==> src/rtl/amp_seq.sv <==
// Amplifier power/mute sequencer: timer-paced power-up/settle, soft gain ramp, fault shutdown.
// Latency: one cycle from a sampled condition to the new state and registered outputs; no backpressure.
module amp_seq #(
    parameter int RAMP_DIV = 64
) (
    input  logic       clk_in,
    input  logic       resetb,
    input  logic       amp_en,
    input  logic       i2s_lock,
    input  logic       fault,
    input  logic       timer_timeout,
    output logic       timer_start,
    output logic       amp_pwr_en,
    output logic       amp_mute_n,
    output logic       amp_ready,
    output logic [7:0] ramp_gain,
    output logic [2:0] seq_state,
    output logic [7:0] fault_cnt
);

    typedef enum logic [2:0] {
        S_OFF       = 3'd0,
        S_PWRUP     = 3'd1,
        S_WAIT_LOCK = 3'd2,
        S_SETTLE    = 3'd3,
        S_RAMP_UP   = 3'd4,
        S_RUN       = 3'd5,
        S_RAMP_DN   = 3'd6,
        S_FAULT     = 3'd7
    } state_t;

    localparam logic [15:0] DIV_LAST = 16'(RAMP_DIV - 1);

    state_t      state;
    state_t      state_nxt;
    logic        armed;
    logic        skip;
    logic [15:0] div_cnt;
    logic        timed;
    logic        ramping;
    logic        tick;
    logic        arm_now;
    logic        expired;

    assign seq_state = state;
    assign timed     = (state == S_PWRUP) || (state == S_SETTLE);
    assign ramping   = (state == S_RAMP_UP) || (state == S_RAMP_DN);
    assign tick      = ramping && (div_cnt == DIV_LAST);
    // A low timeout before arming means the timer is still busy from an aborted run.
    assign arm_now   = timed && !armed && timer_timeout;
    // The start-pulse cycle is skipped: the timer has not yet seen the pulse.
    assign expired   = timed && armed && !skip && timer_timeout;

    always_comb begin
        state_nxt = state;
        if (fault) begin
            state_nxt = S_FAULT;
        end else begin
            case (state)
                S_OFF:       if (amp_en) state_nxt = S_PWRUP;
                S_PWRUP: begin
                    if (!amp_en)      state_nxt = S_OFF;
                    else if (expired) state_nxt = S_WAIT_LOCK;
                end
                S_WAIT_LOCK: begin
                    if (!amp_en)       state_nxt = S_OFF;
                    else if (i2s_lock) state_nxt = S_SETTLE;
                end
                S_SETTLE: begin
                    if (!amp_en)        state_nxt = S_OFF;
                    else if (!i2s_lock) state_nxt = S_WAIT_LOCK;
                    else if (expired)   state_nxt = S_RAMP_UP;
                end
                S_RAMP_UP: begin
                    if (!amp_en || !i2s_lock)   state_nxt = S_RAMP_DN;
                    else if (ramp_gain == 8'hFF) state_nxt = S_RUN;
                end
                S_RUN:       if (!amp_en || !i2s_lock) state_nxt = S_RAMP_DN;
                S_RAMP_DN:   if (ramp_gain == 8'h00) state_nxt = S_OFF;
                S_FAULT:     if (!amp_en) state_nxt = S_OFF;
            endcase
        end
    end

    always_ff @(posedge clk_in or negedge resetb) begin
        if (!resetb) begin
            state       <= S_OFF;
            armed       <= 1'b0;
            skip        <= 1'b0;
            div_cnt     <= 16'd0;
            timer_start <= 1'b0;
            amp_pwr_en  <= 1'b0;
            amp_mute_n  <= 1'b0;
            amp_ready   <= 1'b0;
            ramp_gain   <= 8'd0;
            fault_cnt   <= 8'd0;
        end else begin
            state       <= state_nxt;
            timer_start <= arm_now && (state_nxt == state);

            if (state_nxt != state) begin
                armed <= 1'b0;
                skip  <= 1'b0;
            end else if (arm_now) begin
                armed <= 1'b1;
                skip  <= 1'b1;
            end else begin
                skip  <= 1'b0;
            end

            if ((state_nxt != state) || !ramping || tick) div_cnt <= 16'd0;
            else                                         div_cnt <= div_cnt + 16'd1;

            if (state_nxt == S_FAULT) begin
                ramp_gain <= 8'd0;
            end else if (tick && (state_nxt == state)) begin
                if ((state == S_RAMP_UP) && (ramp_gain != 8'hFF)) ramp_gain <= ramp_gain + 8'd1;
                if ((state == S_RAMP_DN) && (ramp_gain != 8'h00)) ramp_gain <= ramp_gain - 8'd1;
            end

            if ((state_nxt == S_FAULT) && (state != S_FAULT) && (fault_cnt != 8'hFF))
                fault_cnt <= fault_cnt + 8'd1;

            amp_pwr_en <= (state_nxt != S_OFF) && (state_nxt != S_FAULT);
            amp_mute_n <= (state_nxt == S_RAMP_UP) || (state_nxt == S_RUN) || (state_nxt == S_RAMP_DN);
            amp_ready  <= (state_nxt == S_RUN);
        end
    end

endmodule

==> config.mk <==
export PLATFORM = sky130hd
export DESIGN_NAME = amp_seq
export DESIGN_NICKNAME = d
export VERILOG_FILES = /design/src/rtl/amp_seq.sv
export SDC_FILE = /design/constraint.sdc
export NUM_CORES = 1
export LEC_CHECK = 0
export BUFFER_PORTS_ARGS = -buffer_cell sky130_fd_sc_hd__buf_2
export CAP_MARGIN = 20
export CORE_MARGIN = 8
export CORE_UTILIZATION = 41
export DETAILED_ROUTE_END_ITERATION = 8
export HOLD_SLACK_MARGIN = 0.03
export PLACE_DENSITY = 0.61
export SLEW_MARGIN = 20
export SYNTH_ARGS = -nofsm -noshare
export SYNTH_HDL_FRONTEND = slang
export SYNTH_SLANG_ARGS = --single-unit
export TNS_END_PERCENT = 5
==> constraint.sdc <==
create_clock -name clk_in -period 2.9 [get_ports clk_in]
set_input_delay 0.435 -clock clk_in [delete_from_list [all_inputs] [get_ports clk_in]]
set_output_delay 0.435 -clock clk_in [all_outputs]
set_load 0.005 [all_outputs]
* Word-level counts from Yosys, hierarchy flattened
Cells that the tools add are included.
** Cells by class
- Multiplexer cells :: 24
- Reductions and logical operators :: 33
- $mul :: 0
- Divide/modulo/power cells :: 0
- $add $sub $neg :: 4
- Equal/unequal tests :: 19
- Shifts and indexed selects :: 0
- Bitwise gates (word level) :: 0
- Order comparisons :: 0
** Operators with widths (count)
- 3-bit two-way mux :: 14
- 8-bit two-way mux :: 4
- 3-bit equality test (second input constant) :: 8
- 3-bit case mux with 8 select lines :: 1
- 16-bit by 1-bit adder with 16-bit output (second input constant) :: 1
- 8-bit by 1-bit adder with 8-bit output (second input constant) :: 2
- 16-bit by 6-bit equality test with 1-bit output (second input constant) :: 1
- 16-bit two-way mux :: 1
- 8-bit != test (second input constant) :: 2
- 1-bit logical AND :: 13
- 8-bit equality test (second input constant) :: 1
- 8-bit logical NOT :: 1
- 8-bit nonzero test :: 1
- 8-bit by 1-bit subtractor with 8-bit output (second input constant) :: 1
- 1-bit logical OR :: 7
- 3-bit by 2-bit equality test with 1-bit output (second input constant) :: 2
- 3-bit != test (second input constant) :: 2
- 3-bit nonzero test :: 2
- 1-bit logical NOT :: 5
- 1-bit two-way mux :: 4
- 2-bit nonzero test :: 2
- 3-bit by 1-bit equality test with 1-bit output (second input constant) :: 1
- 3-bit equality test :: 1
- 3-bit logical NOT :: 1
- 2 further kinds :: 2
** Storage, ports and cells
- Register bits after elaboration :: 41
- Word-level logic and storage cells :: 90
- Bits in latches :: 0
- Memories kept :: 0
- Bits in read-only memories :: 0
- Bits in writable memories :: 0

* Longest topological paths before layout
Gate-level depths: netlist (run 1).
- Depth in word-level cells :: 14
- Mapped depth :: 10
- Mapped depth without buffers :: 10

* Worst setup path before layout (run 1)
OpenSTA, ideal clock, no wires.
- Path kind :: register -> register
- From :: register ramp_gain[1]
- To :: register ramp_gain[7]
- Slack :: -0.040 ns
- Data arrival time :: 2.822 ns
- Clock period less this slack :: 2.940 ns
- Cell stages (with the launch flop) :: 11
- Required time :: 2.782 ns
- Path buffers :: 0
- Cells stage by stage :: dfrtp_1 or4_4 o211ai_4 inv_1 ha_1 a21oi_1 o211ai_1 o41ai_1 xnor2_1 mux2_1 a21o_1
** On the way
- Cells in the longest elaborated chain, start to end :: 9
- Elaborated cells on any way between the ends :: 23
** RTL lines
- from (decl) :: RTL line 16 : output logic [7:0] ramp_gain,
- from (signal assigned) :: RTL line 117 : if ((state == S_RAMP_UP) && (ramp_gain != 8'hFF)) ramp_gain <= ramp_gain + 8'd1;
- from (signal assigned) :: RTL line 118 : if ((state == S_RAMP_DN) && (ramp_gain != 8'h00)) ramp_gain <= ramp_gain - 8'd1;
- 8-bit equality test :: RTL line 76 : else if (ramp_gain == 8'hFF) state_nxt = S_RUN;
- 3-bit two-way mux :: RTL line 76
- 3-bit two-way mux :: RTL line 75 : if (!amp_en || !i2s_lock) state_nxt = S_RAMP_DN;
- 3-bit case mux with 8 select lines :: RTL line 59 : case (state)
- 3-bit two-way mux :: RTL line 56 : if (fault) begin
- 3-bit equality test :: RTL line 116 : end else if (tick && (state_nxt == state)) begin
- 1-bit logical AND :: RTL line 116
- 2-bit nonzero test (no source line)
- 2-bit AND reduction (no source line)
Parallel ways exist; a longest one is shown, timed or not. The select of a mux whose other input is x is not followed.
A chain may end at the register's enable or synchronous reset.

* Worst setup path after layout (run 1)
- From :: register ramp_gain[2]
- To :: register ramp_gain[7]
The elaborated chain is that of the path after synthesis.

==> impl_metrics.env, run 1 <==
export IMPL_timing_final_crit_share=0.961
export IMPL_power_per_cell_area_nw_per_um2=519
export IMPL_critical_path_data_arrival_time_ns=2.97
export IMPL_die_x_um=90.1
export IMPL_worst_path_max_delay_cell="sky130_fd_sc_hd__or4_4"
export IMPL_status="complete, no violations"
export IMPL_place_congestion=0.785
export IMPL_place_port_buffers=28
export IMPL_worstMarginPinSlew_ns=0.867
export IMPL_global_route_overflow_total=0
export IMPL_finalSetupViolCount=0
export IMPL_yosys_reg_bits=40
export IMPL_detailed_place_hpwl_mm=3.32
export IMPL_final_layout_size_suffix_gt1_frac=0.266
export IMPL_grt_setup_unrepaired="false"
export IMPL_startpoint_type_of_the_worst_setup_path="register"
export IMPL_antenna_left=0
export IMPL_grt_total_usage=0.118
export IMPL_synth_enable_flop_cells=0
export IMPL_yosys_warnings=0
export IMPL_worst_setup_hold_path_clk_slew_ns=0.08
export IMPL_tritoncts_clock_tree="done"
export IMPL_wire_per_inst_um=13.7
export IMPL_drt_first_pass_iters=4
export IMPL_fill_cells=506
export IMPL_floorplan_die_height_um=90.1
export IMPL_timing_hold_violations_final=0
export IMPL_antenna_found_initial=0
export IMPL_cp_cell_sequence="or4_4, o211ai_4, inv_4, ha_4, a21oi_2, o211ai_1, o41ai_2, xnor2_1, mux2_1, a21o_1"
export IMPL_cap_viol_max_count=0
export IMPL_clock_sinks=40
export IMPL_hold_path_class="in -> async"
export IMPL_grt_pass1_vias=1726
export IMPL_crit_fanout=6
export IMPL_row_count=27
export IMPL_numCtsBuffers=5
export IMPL_drc=0
export IMPL_leakagePower_nw=1.26
export IMPL_detail_route_wirelength_mm=4.69
export IMPL_antenna_cells_inserted=0
export IMPL_max_slew_margin=0.422
export IMPL_design_portCount=29
export IMPL_detail_route_vias_per_cell=5.15
export IMPL_synthesis_area_sq_um=2250
export IMPL_ctsHtreeMaxLevel=2
export IMPL_utilization=0.507
export IMPL_synth_avg_cell_area_sq_um=9.92
export IMPL_synthDistinctLibCells=48
export IMPL_floorplan_core_area_sq_um=5410
export IMPL_maxSlewViolCount=0
export IMPL_nets=285
export IMPL_ys_flop_type="sky130_fd_sc_hd__dfrtp_1"
export IMPL_global_route_wire_length_before_repair_mm=8.13
export IMPL_dp_slack_ns=0.0330
export IMPL_syn_inst=227
export IMPL_min_period_ns=2.79
export IMPL_growth_of_design_area_from_synthesis_to_finish_pct=21.8
export IMPL_worst_setup_path_category="reg -> reg"
export IMPL_worst_skew_pair_late_latency_ns=0.29
export IMPL_critPathCaptureType="register"
export IMPL_final_critical_path_setup_slack_ns=0.114
export IMPL_synth_async_sr_flop_share=1.00
export IMPL_multi_input_area_sq_um=1240
export IMPL_finalClockSkew_ns=0.00805
export IMPL_crit_required_ns=3.09
export IMPL_regArea_sq_um=1000
export IMPL_timing_critical_path_slowest_cell_delay_ns=0.56
export IMPL_synthesis_nets=242
export IMPL_totalNegativeSetupSlack_ns=0
export IMPL_clock_tree_buffer_depth=2
export IMPL_ir_worst_vdd_v=0.000380
export IMPL_initialDrtViolationCount=88
export IMPL_cts_root_buf="sky130_fd_sc_hd__clkbuf_8"
export IMPL_maxClockFrequency_mhz=359
export IMPL_vias=1765
export IMPL_synth_sequential_area_ratio=0.445
export IMPL_die_area_sq_um=8120
export IMPL_grt_start_max_net_pins=41
export IMPL_initial_utilization=0.416
layer usage:
| metal | wire length, um | track usage | vias up |
|---|---|---|---|
| met5 | 0 | 0 | - |
| met4 | 31 | 0.0333 | 0 |
| met3 | 225 | 0.0324 | 4 |
| met2 | 2210 | 0.187 | 39 |
| met1 | 2220 | 0.153 | 828 |
| li1 | - | - | 894 |
state kept, by name (all words and copies together), names as in the netlist:
signal	cells
ramp_gain	8
amp_ready	1
armed	1
seq_state	3
div_cnt	16
amp_mute_n	1
skip	1
amp_pwr_en	1
fault_cnt	8
what timing repair did:
action | 4_1_cts | 5_1_grt
hold buffers | 0 | 0
setup endpoints to repair | 0 | 1
buffers inserted | 0 | 1
gates resized for setup | 0 | 8
cells in the final DEF, fill, tap and decap left out, types with 7 or more instances in the layout:
| cell | instances |
|---|---|
| sky130_fd_sc_hd__xnor2_1 | 13 |
| sky130_fd_sc_hd__nor3_1 | 7 |
| sky130_fd_sc_hd__nand2_1 | 14 |
| sky130_fd_sc_hd__clkbuf_8 | 7 |
| sky130_fd_sc_hd__nor2_1 | 29 |
| sky130_fd_sc_hd__nand4_1 | 10 |
| sky130_fd_sc_hd__dfrtp_1 | 39 |
| sky130_fd_sc_hd__buf_2 | 28 |
| sky130_fd_sc_hd__nand3_1 | 17 |
| sky130_fd_sc_hd__o21ai_1 | 7 |
| sky130_fd_sc_hd__inv_1 | 9 |
| sky130_fd_sc_hd__xor2_1 | 14 |
| sky130_fd_sc_hd__buf_4 | 13 |
cell type report:
cell class,instances,area share
flip-flops and latches,40,0.366
multi-input cells,171,0.453
clock buffers,7,0.0351
well taps,72,0.0329
clock inverters,1,0.0110
repair buffers,41,0.0867
inverters,11,0.0160
path summary, 6_finish.rpt:
| path | end | from | cells past startpoint | slack, ns |
|---|---|---|---|---|
| max | ramp_gain[7]$_DFFE_PN0P_ | ramp_gain[2]$_DFFE_PN0P_ | 10 | 0.11 |
| min | fault_cnt[6]$_DFFE_PN0P_ | resetb | 1 | 0.25 |
| max reg2reg | ramp_gain[7]$_DFFE_PN0P_ | ramp_gain[2]$_DFFE_PN0P_ | 10 | 0.11 |
| min reg2reg | div_cnt[0]$_DFF_PN0_ | div_cnt[0]$_DFF_PN0_ | 1 | 0.49 |
| max in group asynchronous | ramp_gain[3]$_DFFE_PN0P_ | resetb | 1 | 2.06 |
| min in group clk_in | div_cnt[0]$_DFF_PN0_ | div_cnt[0]$_DFF_PN0_ | 1 | 0.49 |
where the power goes:
part	switching [mW]	total (mW)	internal, mW
logic	0.134	0.253	0.119
clock network	0.195	0.499	0.304
registers	0.0591	0.671	0.612
critical path: cells and delay by family, from the launching register on:
| family | cells | cell delay [ns] |
|---|---|---|
| AO/OA/AOI/OAI | 5 | 1.02 |
| XOR/XNOR | 1 | 0.13 |
| adder cells (fa/ha/maj) | 1 | 0.22 |
| buffers and inverters | 1 | 0.10 |
| flip-flops | 1 | 0.38 |
| multiplexers | 1 | 0.28 |
| AND/OR/NAND/NOR | 1 | 0.56 |
logic make-up after synthesis:
family	synth area share
and+or+nand+nor	0.233
DFF	0.445
AOI/OAI and AO/OA	0.122
xor gates and xnor gates	0.105
buffers and inverters	0.0311
adders and majority gates	0.0534
muxes	0.0100
synthesized netlist by cell type, types with 2 or more instances:
library cell                n  share of area
sky130_fd_sc_hd__a21o_1     2         0.0067
sky130_fd_sc_hd__a21oi_1    5          0.011
sky130_fd_sc_hd__and3_1     3         0.0083
sky130_fd_sc_hd__buf_2      2         0.0044
sky130_fd_sc_hd__buf_4      2         0.0067
sky130_fd_sc_hd__dfrtp_1   40           0.44
sky130_fd_sc_hd__ha_1       8          0.044
sky130_fd_sc_hd__inv_1     10          0.017
sky130_fd_sc_hd__nand2_1   14          0.023
sky130_fd_sc_hd__nand3_1   17          0.038
sky130_fd_sc_hd__nand4_1   10          0.028
sky130_fd_sc_hd__nand4_2    2          0.011
sky130_fd_sc_hd__nor2_1    29          0.048
sky130_fd_sc_hd__nor2b_1    4          0.011
sky130_fd_sc_hd__nor3_1     7          0.016
sky130_fd_sc_hd__o211ai_1   2         0.0067
sky130_fd_sc_hd__o21ai_0    4         0.0089
sky130_fd_sc_hd__o21ai_1    7          0.016
sky130_fd_sc_hd__o21bai_1   2         0.0067
sky130_fd_sc_hd__o22ai_1    2         0.0056
sky130_fd_sc_hd__o41ai_1    2         0.0078
sky130_fd_sc_hd__or4_4      2          0.010
sky130_fd_sc_hd__xnor2_1   13          0.051
sky130_fd_sc_hd__xor2_1    14          0.054
metrics by stage:
stage | power, mW | hold WS (ns) | std cells | cell area (sq um)
2_1_floorplan | 0.826 | 0.139 | 227 | 2260
3_3_place_gp | 0.936 | 0.468 | 334 | 2550
3_5_place_dp | 0.942 | 0.477 | 334 | 2550
4_1_cts | 1.44 | 0.285 | 342 | 2680
5_1_grt | 1.50 | 0.321 | 343 | 2740
6_report | 1.42 | 0.250 | 343 | 2740
Note: power is estimated with default switching activity, not from simulation.
==> inputs of run 2 (changes only) <==
Settings changed: CORE_UTILIZATION 41 to 52, PLACE_DENSITY 0.61 to 0.75.
==> impl_metrics.env, run 2 (synthesized netlist as in run 1, its figures left out) <==
export IMPL_place_port_buffers=28
export IMPL_detail_route_vias_per_cell=5.55
export IMPL_antenna_cells_inserted=0
export IMPL_nets=287
export IMPL_place_congestion=0.797
export IMPL_critical_path_data_arrival_time_ns=3.02
export IMPL_cts_root_buf="sky130_fd_sc_hd__clkbuf_8"
export IMPL_maxSlewViolCount=0
export IMPL_dp_slack_ns=0.0364
export IMPL_global_route_overflow_total=0
export IMPL_floorplan_die_height_um=81.8
export IMPL_cp_startpoint="ramp_gain[1]$_DFFE_PN0P_"
export IMPL_hold_path_class="in -> async"
export IMPL_placement_cell_area_sq_um=2530
export IMPL_dp_cells=315
export IMPL_power_per_cell_area_nw_per_um2=484
export IMPL_crit_required_ns=3.09
export IMPL_leakagePower_nw=1.26
export IMPL_row_count=24
export IMPL_antenna_left=0
export IMPL_numCtsBuffers=5
export IMPL_busiest_layer="met2"
export IMPL_detailed_place_hpwl_mm=3.34
export IMPL_wire_per_inst_um=14.5
export IMPL_antenna_found_initial=0
export IMPL_utilization=0.633
export IMPL_met3_usage=0.0350
export IMPL_crit_fanout=7
export IMPL_finalNonFillerCells=325
export IMPL_rr_worst_depth=10
export IMPL_min_period_ns=2.83
export IMPL_initialDrtViolationCount=76
export IMPL_setup_reg_to_reg_worst_slack_ns=0.07
export IMPL_worst_setup_hold_path_clk_slew_ns=0.08
export IMPL_grt_start_max_net_pins=41
export IMPL_final_common_cell="sky130_fd_sc_hd__dfrtp_1"
export IMPL_clock_tree_buffer_depth=2
export IMPL_maxClockFrequency_mhz=354
export IMPL_vias=1805
export IMPL_die_x_um=81.8
export IMPL_final_critical_path_setup_slack_ns=0.0749
export IMPL_startpoint_type_of_the_worst_setup_path="register"
export IMPL_commonest_non_fill_non_tap_cells_in_the_layout="40 x sky130_fd_sc_hd__dfrtp_1, 29 x sky130_fd_sc_hd__nor2_1, 28 x sky130_fd_sc_hd__buf_2"
export IMPL_initial_utilization=0.528
export IMPL_worstMarginPinSlew_ns=0.855
export IMPL_fin_worst_hold_slack_ns=0.240
export IMPL_timing_final_crit_share=0.974
export IMPL_drt_first_pass_iters=4
export IMPL_final_layout_size_suffix_gt1_frac=0.271
export IMPL_cap_viol_max_count=0
export IMPL_critPathCaptureType="register"
export IMPL_grt_pass1_vias=1791
export IMPL_tritoncts_clock_tree="done"
export IMPL_r2r_end="ramp_gain[7]$_DFFE_PN0P_"
export IMPL_detail_route_wirelength_mm=4.72
export IMPL_grt_total_usage=0.156
export IMPL_finalSetupViolCount=0
export IMPL_cts_hold_buf=0
export IMPL_clock_sinks=40
export IMPL_layout_cell_area_non_filler_sq_um=2700
export IMPL_status="complete, no violations"
export IMPL_global_route_wire_length_before_repair_mm=8.22
export IMPL_ctsHtreeMaxLevel=2
export IMPL_finalClockSkew_ns=0.00455
export IMPL_flip_flop_count_of_the_largest_register_after_layout=16
export IMPL_design_portCount=29
export IMPL_floorplan_core_area_sq_um=4260
export IMPL_drc=0
export IMPL_growth_of_design_area_from_synthesis_to_finish_pct=20.0
export IMPL_worst_skew_pair_late_latency_ns=0.30
export IMPL_max_slew_margin=0.430
export IMPL_totalNegativeSetupSlack_ns=0
export IMPL_ir_worst_vdd_v=0.000309
export IMPL_globalRouteMet1Util=0.196
export IMPL_fin_total_pwr_mw=1.31
export IMPL_die_area_sq_um=6690
export IMPL_regToRegStartpoint="ramp_gain[1]$_DFFE_PN0P_"
export IMPL_max_flop_register="div_cnt"
export IMPL_worst_setup_path_category="reg -> reg"
export IMPL_largestRegisters="div_cnt: 16 flops, fault_cnt: 8 flops, ramp_gain: 8 flops"
export IMPL_timing_hold_violations_final=0
export IMPL_use_met2=0.254
-- run 2: changes by cell type in the layout (fill, tap and decap cells not counted), sizes merged --
| cell | previous run | this run |
|---|---|---|
| clkinv | 0 | 2 |
| bufinv | 1 | 0 |
| buf | 41 | 43 |
| clkbuf | 7 | 6 |
-- run 2: layout make-up --
type                            instances  area (sq um)
Timing Repair Buffer                   43           253
Multi-Input combinational cell        171          1240
Clock inverter                          2          10.0
Inverter                               11          43.8
Clock buffer                            6          82.6
Fill cell                             366          1560
Tap cell                               52          65.1
Sequential cell                        40          1000
-- run 2: worst max-delay path by stage --
stage	endpoint	slack, ns
after CTS	ramp_gain[7]$_DFFE_PN0P_	0.02
after detailed placement	ramp_gain[7]$_DFFE_PN0P_	0.04
final	ramp_gain[7]$_DFFE_PN0P_	0.07
after global placement	ramp_gain[7]$_DFFE_PN0P_	0.11
after floorplan	ramp_gain[7]$_DFFE_PN0P_	0.02
after global routing	ramp_gain[7]$_DFFE_PN0P_	-0.009
-- run 2: what timing repair did --
action / in CTS / in global routing
setup buffers: 0 / 2
setup endpoints to repair: 0 / 2
resized for setup: 0 / 8
-- run 2: power by group --
group	total [mW]	internal, mW	switching [mW]
registers	0.669	0.612	0.0569
logic	0.257	0.118	0.138
clock network	0.382	0.190	0.192
-- run 2: per-layer routing --
layer / vias up / routed length, um
li1: 897 / -
met1: 862 / 2110
met4: 0 / 56
met3: 6 / 237
met2: 40 / 2320
met5: - / 0
-- run 2: critical path: stages (launching register included) --
cell and delay (ns):
sky130_fd_sc_hd__dfrtp_1 0.39, sky130_fd_sc_hd__or4_4 0.56, sky130_fd_sc_hd__o211ai_4 0.23, sky130_fd_sc_hd__inv_4 0.11, sky130_fd_sc_hd__ha_4 0.23, sky130_fd_sc_hd__a21oi_2 0.15
sky130_fd_sc_hd__o211ai_1 0.13, sky130_fd_sc_hd__o41ai_2 0.32, sky130_fd_sc_hd__xnor2_1 0.14, sky130_fd_sc_hd__mux2_1 0.29, sky130_fd_sc_hd__a21o_1 0.17
==> inputs of run 3 (changes only) <==
Settings changed: SETUP_SLACK_MARGIN set to 0.3.
==> impl_metrics.env, run 3 (synthesized netlist as in run 1, its figures left out) <==
export IMPL_initialDrtViolationCount=54
export IMPL_cts_root_buf="sky130_fd_sc_hd__clkbuf_8"
export IMPL_detail_route_wirelength_mm=4.71
export IMPL_vias=1807
export IMPL_grt_start_max_net_pins=41
export IMPL_max_slew_margin=0.416
export IMPL_timing_critical_path_to="ramp_gain[7]$_DFFE_PN0P_"
export IMPL_cp_startpoint="ramp_gain[0]$_DFFE_PN0P_"
export IMPL_detail_route_vias_per_cell=5.53
export IMPL_place_congestion=0.760
export IMPL_worstMarginPinSlew_ns=0.876
export IMPL_regToRegStartpoint="ramp_gain[0]$_DFFE_PN0P_"
export IMPL_clock_sinks=40
export IMPL_setup_reg_to_reg_worst_slack_ns=0.06
export IMPL_globalRouteMet1Util=0.193
export IMPL_timing_critical_path_slowest_cell_delay_ns=0.56
export IMPL_finalSetupViolCount=0
export IMPL_grt_pass1_vias=1706
export IMPL_grt_setup_unrepaired="true"
export IMPL_flip_flop_count_of_the_largest_register_after_layout=16
export IMPL_critical_path_top_delay_family="compound AO/OA/AOI/OAI gates"
export IMPL_global_route_overflow_total=0
export IMPL_largestRegisters="div_cnt: 16 flops, fault_cnt: 8 flops, ramp_gain: 8 flops"
export IMPL_detailed_place_hpwl_mm=3.25
export IMPL_power_per_cell_area_nw_per_um2=466
export IMPL_place_port_buffers=28
export IMPL_finalClockSkew_ns=0.0104
export IMPL_global_route_wire_length_before_repair_mm=8.04
export IMPL_critical_path_data_arrival_time_ns=3.03
export IMPL_busiest_layer="met2"
export IMPL_antenna_cells_inserted=0
export IMPL_final_layout_size_suffix_gt1_frac=0.287
export IMPL_max_flop_register="div_cnt"
export IMPL_tritoncts_clock_tree="done"
export IMPL_utilization=0.638
export IMPL_layout_cell_area_non_filler_sq_um=2720
export IMPL_worst_path_max_delay_cell="sky130_fd_sc_hd__or4_4"
export IMPL_critPathCaptureType="register"
export IMPL_timing_final_crit_share=0.978
export IMPL_initial_utilization=0.528
export IMPL_design_portCount=29
export IMPL_use_met2=0.249
export IMPL_wire_per_inst_um=14.4
export IMPL_maxClockFrequency_mhz=353
export IMPL_met3_usage=0.0492
export IMPL_leakagePower_nw=1.26
export IMPL_totalNegativeSetupSlack_ns=0
export IMPL_cp_cell_sequence="or4_4, o211ai_4, inv_4, ha_4, a21oi_2, o211ai_1, o41ai_2, xnor2_1, mux2_4, a21o_1"
export IMPL_ctsHtreeMaxLevel=2
export IMPL_antenna_left=0
export IMPL_floorplan_die_height_um=81.8
export IMPL_antenna_found_initial=0
export IMPL_hold_path_class="in -> async"
export IMPL_finalNonFillerCells=327
export IMPL_rr_worst_depth=10
export IMPL_die_area_sq_um=6690
export IMPL_critPathBufInv=1
export IMPL_dp_cells=312
export IMPL_fin_worst_hold_slack_ns=0.252
export IMPL_cts_hold_buf=0
export IMPL_floorplan_core_area_sq_um=4260
export IMPL_drt_first_pass_iters=4
export IMPL_cap_viol_max_count=0
export IMPL_growth_of_design_area_from_synthesis_to_finish_pct=20.8
export IMPL_clock_tree_buffer_depth=2
export IMPL_commonest_non_fill_non_tap_cells_in_the_layout="39 x sky130_fd_sc_hd__dfrtp_1, 29 x sky130_fd_sc_hd__nor2_1, 28 x sky130_fd_sc_hd__buf_2"
export IMPL_worst_setup_path_category="reg -> reg"
export IMPL_placement_cell_area_sq_um=2510
export IMPL_die_x_um=81.8
export IMPL_startpoint_type_of_the_worst_setup_path="register"
export IMPL_final_common_cell="sky130_fd_sc_hd__dfrtp_1"
export IMPL_drc=0
export IMPL_nets=290
export IMPL_worst_skew_pair_late_latency_ns=0.29
export IMPL_min_period_ns=2.84
export IMPL_maxSlewViolCount=0
export IMPL_crit_fanout=6
export IMPL_timing_hold_violations_final=0
export IMPL_worst_setup_hold_path_clk_slew_ns=0.08
export IMPL_worstSetupPathDepth=10
export IMPL_row_count=24
export IMPL_crit_required_ns=3.09
export IMPL_r2r_end="ramp_gain[7]$_DFFE_PN0P_"
export IMPL_numCtsBuffers=5
export IMPL_grt_total_usage=0.156
export IMPL_ir_worst_vdd_v=0.000299
export IMPL_status="complete, no violations"
-- run 3: stage by stage --
step | setup slack, ns | power (mW)
2_1_floorplan | 0.0813 | 0.826
3_3_place_gp | 0.162 | 0.931
3_5_place_dp | 0.0858 | 0.937
4_1_cts | 0.105 | 1.29
5_1_grt | -0.0436 | 1.36
6_report | 0.0645 | 1.27
-- run 3: what timing repair did --
item,in CTS,in global routing
pin swaps,6,2
resized for setup,8,2
setup buffers,8,0
endpoints found under the setup margin,2,3
-- run 3: how the worst min path moves through the flow --
stage	start	end	cells after the start
global route	resetb	fault_cnt[5]$_DFFE_PN0P_	1
finish	resetb	fault_cnt[5]$_DFFE_PN0P_	1
detailed placement	div_cnt[0]$_DFF_PN0_	div_cnt[0]$_DFF_PN0_	1
global placement	div_cnt[0]$_DFF_PN0_	div_cnt[0]$_DFF_PN0_	1
floorplan	resetb	amp_mute_n$_DFF_PN0_	0
CTS	resetb	ramp_gain[1]$_DFFE_PN0P_	1
-- run 3: report_power, final --
part	internal (mW)	switching, mW	total, mW
Clock	0.163	0.185	0.348
Combinational	0.119	0.134	0.253
Sequential	0.613	0.0560	0.668
-- run 3: area by class of cell --
class / count / area [sq um]
fill: 338 / 1540
multi-input combinational: 171 / 1250
sequential: 40 / 1000
timing repair buffer: 46 / 275
clock buffer: 5 / 68.8
tap: 52 / 65.1
inverter: 11 / 43.8
clock inverter: 2 / 12.5
-- run 3: metal layers --
| layer | vias up | wire (um) |
|---|---|---|
| li1 | 898 | - |
| met1 | 879 | 2150 |
| met2 | 26 | 2300 |
| met3 | 4 | 212 |
| met4 | 0 | 45 |
| met5 | - | 0 |
